<file path="src/rtl/bin2bcd_param.sv">
`default_nettype none
// bin2bcd_param: sequential shift-add-3 binary-to-BCD converter, one bit per clock (rev 1.0).
// Optional macro BIN2BCD_SIGNED_EN: two's-complement input, magnitude converted, sign port added.
module bin2bcd_param #(
  parameter int BIN_W  = 13,
  parameter int DIGITS = 4
) (
  input  logic                  clk,
  input  logic                  reset_n,
  input  logic                  start,
  input  logic [BIN_W-1:0]      bin,
  output logic                  ready,
  output logic                  done_tick,
  output logic [4*DIGITS-1:0]   bcd,
`ifdef BIN2BCD_SIGNED_EN
  output logic                  overflow,
  output logic                  sign
`else
  output logic                  overflow
`endif
);

  localparam int CNT_W = $clog2(BIN_W + 1);

  typedef enum logic [1:0] {
    IDLE = 2'd0,
    OP   = 2'd1,
    DONE = 2'd2
  } state_t;

  state_t              state;
  state_t              state_next;
  logic [BIN_W-1:0]    shreg;
  logic [CNT_W-1:0]    cnt;
  logic [4*DIGITS-1:0] adj;
  logic [BIN_W-1:0]    load_val;

`ifdef BIN2BCD_SIGNED_EN
  // BIN_W-bit negation makes the most negative value map to its exact magnitude.
  assign load_val = bin[BIN_W-1] ? (-bin) : bin;
`else
  assign load_val = bin;
`endif

  always_comb begin
    adj = bcd;
    for (int k = 0; k < DIGITS; k++) begin
      if (bcd[4*k +: 4] > 4'd4) adj[4*k +: 4] = bcd[4*k +: 4] + 4'd3;
    end
  end

  always_ff @(posedge clk or negedge reset_n) begin
    if (!reset_n) state <= IDLE;
    else          state <= state_next;
  end

  always_comb begin
    state_next = IDLE;
    ready      = 1'b0;
    done_tick  = 1'b0;
    case (state)
      IDLE: begin
        ready      = 1'b1;
        state_next = start ? OP : IDLE;
      end
      OP:   state_next = (cnt == CNT_W'(1)) ? DONE : OP;
      DONE: begin
        done_tick  = 1'b1;
        state_next = IDLE;
      end
      default: state_next = IDLE;
    endcase
  end

  always_ff @(posedge clk or negedge reset_n) begin
    if (!reset_n) begin
      shreg    <= '0;
      bcd      <= '0;
      cnt      <= '0;
      overflow <= 1'b0;
`ifdef BIN2BCD_SIGNED_EN
      sign     <= 1'b0;
`endif
    end else begin
      case (state)
        IDLE: begin
          if (start) begin
            shreg    <= load_val;
            bcd      <= '0;
            overflow <= 1'b0;
            cnt      <= CNT_W'(BIN_W);
`ifdef BIN2BCD_SIGNED_EN
            sign     <= bin[BIN_W-1];
`endif
          end
        end
        OP: begin
          // The bit shifted out of the top adjusted digit is a lost multiple of 10^DIGITS.
          {bcd, shreg} <= {adj[4*DIGITS-2:0], shreg, 1'b0};
          overflow     <= overflow | adj[4*DIGITS-1];
          cnt          <= cnt - CNT_W'(1);
        end
        default: ;
      endcase
    end
  end

endmodule
`default_nettype wire
</file>
<file path="config.mk">
export PLATFORM = sky130hd
export DESIGN_NAME = bin2bcd_param
export DESIGN_NICKNAME = d
export VERILOG_FILES = /design/src/rtl/bin2bcd_param.sv
export SDC_FILE = /design/constraint.sdc
export NUM_CORES = 1
export LEC_CHECK = 0
export ABC_AREA = 0
export ABC_CLOCK_PERIOD_IN_PS = 1700
export CAP_MARGIN = 20
export CELL_PAD_IN_SITES_DETAIL_PLACEMENT = 1
export CELL_PAD_IN_SITES_GLOBAL_PLACEMENT = 2
export CORE_MARGIN = 2
export CORE_UTILIZATION = 32
export DETAILED_ROUTE_END_ITERATION = 8
export PLACE_DENSITY_LB_ADDON = 0.1
export SYNTH_ARGS = -nofsm -noshare
export SYNTH_HDL_FRONTEND = slang
export SYNTH_SLANG_ARGS = --single-unit
</file>
<file path="constraint.sdc">
create_clock -name clk -period 1.7 [get_ports clk]
set_input_delay 0.34 -clock clk [delete_from_list [all_inputs] [get_ports clk]]
set_output_delay 0.34 -clock clk [all_outputs]
set_load 0.02 [all_outputs]
</file>
==> results.yml, run 1 <==
floorplan:
  die_h_um: 83.6
  core.rowCount: 28
  die_area_um2: 6980
  fp.dieW_um: 83.6
  pin_count: 35
  start_util_pct: 33.6
  coreArea_um2: 6030
timing:
  finalCriticalPeriod_ns: 1.65
  relSlewSlack_pct: 77.3
  hold_violations: 2
  fin_crit_sh_pct: 96.9
  finalSetupViolations: 0
  max_freq_mhz: 607
  drv_slew: 0
  fin_worst_skew_ns: 0.0110
  rsz0062_at_grt: "false"
  whs_ns: -0.00239
  tightest_slew_ns: 0.337
synth:
  syn-num-nets: 237
  synth_edf_count: 0
  synth_compound_area_share_pct: 11.5
  synth_top_area_share_pct: 44.5
  synth-main-ff-cell: "dfrtp_1"
  synth_area_leaders: "dfrtp_1 (44%), nand3_2 (9.9%), nand2_1 (6.7%)"
  synth_largest_area_cell: "dfrtp_1"
  yosys.area_share.simple_pct: 32.7
  synthTopCellsByCount: "dfrtp_1 (36), nand2_1 (36), nand3_1 (25)"
  synth_fa_ha_area_share_pct: 3.71
  synth_cells: 215
  synth_async_sr_flop_share_pct: 100
  ys_warn_count: 0
  yosys_register_bits: 36
  synth_cell_types: 30
  ys_seq_area_share_pct: 44.5
  muxShareOfSynthArea_pct: 0.494
  syn_avg_cell_area_um2: 9.42
  synth_top_family_by_area: "simple AND/OR/NAND/NOR gates"
  syn_area_um2: 2030
  synth_xor_area_share_pct: 0
power_and_ir_drop:
  p_sw_share_pct: 42.6
  finalPower_mw: 4.48
  irDropWorstVdd_uv: 639
  seqPwrFrac_pct: 35.0
  power_frac_comb_pct: 50.7
  powerDensity_nw_per_um2: 1710
  leakage_nw: 1.24
  netSwitchingPower_mw: 1.91
  clkPwrFrac_pct: 14.4
  p_int_mw: 2.57
final_layout:
  area_growth_pct: 28.8
  fin_util_pct: 43.3
  drive_above_1_share_pct: 18.7
  num_antenna_cells: 0
  fin_cells: 337
  final_nets: 283
cts:
  clock_sinks: 36
  htreeDepth: 2
  insertion_delay_ns: 0.29
  cts.clk_slew.worst_paths_ns: 0.07
  cts_buffers: 5
  clock_path_buffers: 2
  cts_hold_buf: 0
  cts_tree: "done"
  cts-root-buf: "clkbuf_8"
setup_path:
  critPathArrivalTime_ns: 1.31
  start_kind: "flop"
  critPathMaxStageDelay_ns: 0.63
  worst-path-max-fanout: 4
  crit_buf_inv: 1
  worstPathRequired_ns: 1.36
  crit_type: "reg2out"
  cp_slowest_cell: "clkdlybuf4s50_1"
  cp_cell_sequence: "clkdlybuf4s50_1"
  cpLargestDelayFamily: "buffers and inverters"
  worstSetupEndpointType: "output pin"
drt:
  routedWlPerCell_um: 14.4
  via_per_inst: 5.10
  initialDrtViolationCount: 46
  postRouteAntennaNets: 0
  drc: 0
  vias: 1718
  first_pass_iters: 4
  drt-total-wl_um: 4860
grt:
  grt_remaining_overflow: 0
  antenna_found_initial: 0
  grt_pass1_wl_um: 8410
  track_usage_pct: 14.8
  grt_pass1_vias: 1788
  grt_max_degree: 37
job:
  drv_cap: 0
place:
  dp_cells: 329
  hpwl_um: 3540
  io_buffers: 34
  gp_congestion: 0.696
run_status:
  violations: "negative hold slack"
  outcome: "complete, but fails checks"
hold_path:
  worst_hold_path_type: "in2async"
==> logic make-up (layout without fill, tap and decap cells) <==
kind of cell | count (synthesis) | count (layout)
AOI/OAI and AO/OA | 32 | 32
adders and majority gates | 6 | 6
buffers and inverters | 27 | 74
DFF | 36 | 36
muxes | 1 | 1
and+or+nand+nor | 113 | 113
==> layout by cell type (no fill, tap or decap), drive strengths merged, types with 3 or more instances in the layout <==
master         count
dlygate4sd2       10
inv               15
nand3             45
o31ai              4
o211ai             4
nor2b              5
dfrtp             36
nand2             36
clkdlybuf4s50     20
or4                8
o2bb2ai            4
nor3               4
dlymetal6s2s       3
nor2               8
clkbuf             7
ha                 6
buf               18
o21ai              7
a22o               5
o21a               4
==> repair_timing <==
action	in CTS	in global routing
cloned	0	0
gates resized for setup	11	3
endpoints found under the setup margin	10	3
buffers inserted	0	0
pin swaps	0	0
==> registers in the layout (all words and copies together), names as in the netlist <==
register and count:
cnt 4, state 2, bcd 16, overflow 1
shreg 13
==> power groups by stage <==
stage,clock network [mW],logic (mW),registers (mW)
after floorplan,0,1.30,1.74
after global placement,0,2.33,1.59
after detailed placement,0,2.38,1.59
after CTS,0.658,2.32,1.57
after global routing,0.706,2.55,1.63
final,0.643,2.27,1.56
==> metal layers <==
metal  track usage (%)  vias up  share of wire (%)
met5                 0        -                  0
li1                  -      842                  -
met4              3.96        0                1.2
met1              19.0      842                 48
met2              24.5       27                 48
met3              4.25        7                3.6
==> path summary, 6_finish.rpt <==
kind | start | to | slack (ns) | cells past startpoint
setup / recovery | bcd[9] | bcd[9] | 0.05 | 1
hold / removal | reset_n | bcd[4] | -0.002 | 2
setup reg to reg | state[0] | bcd[12] | 0.19 | 4
hold reg to reg | shreg[10] | shreg[11] | 0.49 | 2
max in group asynchronous | reset_n | state[1] | 1.47 | 2
min in group clk | shreg[10] | shreg[11] | 0.49 | 2
==> area by class of cell <==
cell class	instances	area [um2]
clock buffers	7	86.3
clock inverters	1	7.51
fillers	712	3420
inverters	15	56.3
multi-input cells	152	981
flip-flops and latches	36	902
well taps	75	93.8
repair buffers	51	483
==> metrics by stage <==
step	area (um2)	setup WS (ns)	TNS, ns
6_report	2610	0.0522	0
2_1_floorplan	2030	0.274	0
3_3_place_gp	2520	0.0160	0
3_5_place_dp	2520	-0.0270	-0.0649
5_1_grt	2610	0.00154	0
4_1_cts	2600	0.0206	0
Power figures use the tool's default switching activity.
==> run 2: changes to the inputs <==
--- a/config.mk
+++ b/config.mk
@@ -14,6 +14,7 @@
 export CORE_UTILIZATION = 32
 export DETAILED_ROUTE_END_ITERATION = 8
 export PLACE_DENSITY_LB_ADDON = 0.1
+export SKIP_LAST_GASP = 1
 export SYNTH_ARGS = -nofsm -noshare
 export SYNTH_HDL_FRONTEND = slang
 export SYNTH_SLANG_ARGS = --single-unit
==> results of run 2 <==
Final layout, timing and power as in run 1 (identical DEF).
==> run 3: changes to the inputs <==
--- a/config.mk
+++ b/config.mk
@@ -11,8 +11,9 @@
 export CELL_PAD_IN_SITES_DETAIL_PLACEMENT = 1
 export CELL_PAD_IN_SITES_GLOBAL_PLACEMENT = 2
 export CORE_MARGIN = 2
-export CORE_UTILIZATION = 32
+export CORE_UTILIZATION = 38
 export DETAILED_ROUTE_END_ITERATION = 8
+export DONT_BUFFER_PORTS = 1
 export PLACE_DENSITY_LB_ADDON = 0.1
 export SKIP_LAST_GASP = 1
 export SYNTH_ARGS = -nofsm -noshare
==> run 3 against run 2 <==
Compared with the run above:
- the flow now finishes without violations
- via count shrank 4.5%
- core utilization is 1.5 points higher
- worst hold slack improved by 0.18 ns
- critical path type unchanged
==> results.yml, run 3 (synthesis results as in run 1) <==
floorplan:
  core.rowCount: 26
  fp.dieW_um: 77.0
  die_area_um2: 5930
  die_h_um: 77.0
  pin_count: 35
  coreArea_um2: 5140
  start_util_pct: 39.4
grt:
  grt_pass1_wl_um: 8580
  met3_usage_pct: 6.59
  track_usage_pct: 18.5
  grt_use_met2_pct: 30.3
  gr-usage-met1_pct: 23.2
  grt_max_degree: 37
  grt_remaining_overflow: 0
  grt_pass1_vias: 1755
  top_usage_layer: "met2"
  antenna_found_initial: 0
drt:
  vias: 1641
  first_pass_iters: 4
  initialDrtViolationCount: 41
  drt-total-wl_um: 5190
  via_per_inst: 5.43
  postRouteAntennaNets: 0
  routedWlPerCell_um: 17.2
  drc: 0
cts:
  cts_buffers: 5
  postCtsSetupBuffers: 0
  cts_tree: "done"
  htreeDepth: 2
  cts-root-buf: "clkbuf_8"
  cts.clk_slew.worst_paths_ns: 0.07
  insertion_delay_ns: 0.29
  clock_path_buffers: 2
  clock_sinks: 36
timing:
  fin_worst_skew_ns: 0.00263
  fin_crit_sh_pct: 95.8
  drv_slew: 0
  rsz0062_at_grt: "true"
  relSlewSlack_pct: 65.0
  hold_violations: 0
  finalCriticalPeriod_ns: 1.63
  whs_ns: 0.177
  finalSetupViolations: 0
  tightest_slew_ns: 0.525
  max_freq_mhz: 614
  worst_slack_ns: 0.0721
final_layout:
  seqCellArea_um2: 901
  fin_util_pct: 44.8
  reg.largest.list: "bcd (16), shreg (13), cnt (4)"
  multiInputGateArea_um2: 983
  regMostFlops: "bcd"
  fill_cells: 631
  num_antenna_cells: 0
  final_nets: 253
  mostFrequentLayoutCells: "nand2_1 (36), dfrtp_1 (36), nand3_1 (25), nand3_2 (20), buf_4 (18)"
  drive_above_1_share_pct: 21.6
  area_growth_pct: 13.7
  largest_reg_flops: 16
hold_path:
  hp-start: "bin[1]"
  worst_hold_path_type: "in2reg"
  hold_end: "shreg[1]"
  min_delay_path_depth: 2
job:
  drv_cap: 0
run_status:
  outcome: "finished, final reports clean"
setup_path:
  critPathArrivalTime_ns: 1.29
  worst-path-max-fanout: 7
  start_kind: "flop"
  reg2reg_depth: 4
  worstPathRequired_ns: 1.36
  timing.rr.end: "bcd[6]"
  crit_type: "reg2out"
  worstSetupEndpointType: "output pin"
  regToRegSetupSlack_ns: 0.20
  crit-reg2reg-launch: "state[1]"
place:
  dp_slack_ns: 0.190
  io_buffers: 0
  gp_congestion: 0.755
  hpwl_um: 3570
power_and_ir_drop:
  powerDensity_nw_per_um2: 1870
  finalPower_mw: 4.32
  leakage_nw: 1.07
  irDropWorstVdd_uv: 569
[run 3: changes by cell type in the layout (fill, tap and decap cells not counted), sizes merged]
cell           change
clkdlybuf4s50     -20
dlygate4sd2       -10
dlymetal6s2s       -3
buf                +2
clkbuf             +1
clkinvlp           -1
dlygate4sd3        +1
[run 3: timing repair]
action,CTS,global route
hold endpoints to repair,36,0
resized for setup,0,1
endpoints found under the setup margin,0,1
hold buffers,2,0
[run 3: cell type report]
class / count / share of cell area, %
flip-flops and latches: 36 / 39.1
clock buffers: 8 / 3.91
multi-input cells: 152 / 42.7
repair buffers: 21 / 8.04
well taps: 70 / 3.80
inverters: 15 / 2.44
[run 3: routing by layer]
| layer | up-vias | routed length, um |
|---|---|---|
| li1 | 784 | - |
| met1 | 818 | 2330 |
| met2 | 34 | 2540 |
| met3 | 5 | 270 |
| met4 | 0 | 51 |
| met5 | - | 0 |
[run 3: worst max path at each step]
stage               slack, ns      from  depth (start not counted)        end
floorplan                0.27    bcd[0]                          4     bcd[4]
global placement         0.22  state[1]                          4   shreg[8]
detailed placement       0.19  state[1]                          4     bcd[6]
finish                   0.07  state[0]                          2      ready
CTS                      0.04  state[1]                          3  done_tick
global route           -0.003  state[0]                          2      ready
[run 3: power breakdown]
group,switching (mW),internal (mW),leakage [nW]
Clock,0.313,0.331,0.0455
Combinational,1.21,0.850,0.578
Sequential,0.396,1.22,0.450
Total,1.92,2.40,1.07
[run 3: stage by stage]
| step | TNS [ns] | instances | instance area (um2) |
|---|---|---|---|
| floorplan | 0 | 215 | 2030 |
| detailed placement | 0 | 292 | 2180 |
| global route | -0.00300 | 302 | 2300 |
| finish | 0 | 302 | 2300 |
| global placement | 0 | 292 | 2180 |
| CTS | 0 | 302 | 2300 |
[run 3: critical path: stages, from the launching register on]
cell and delay, ns:
dfrtp_1 0.47, buf_4 0.21, nor2_1 0.32
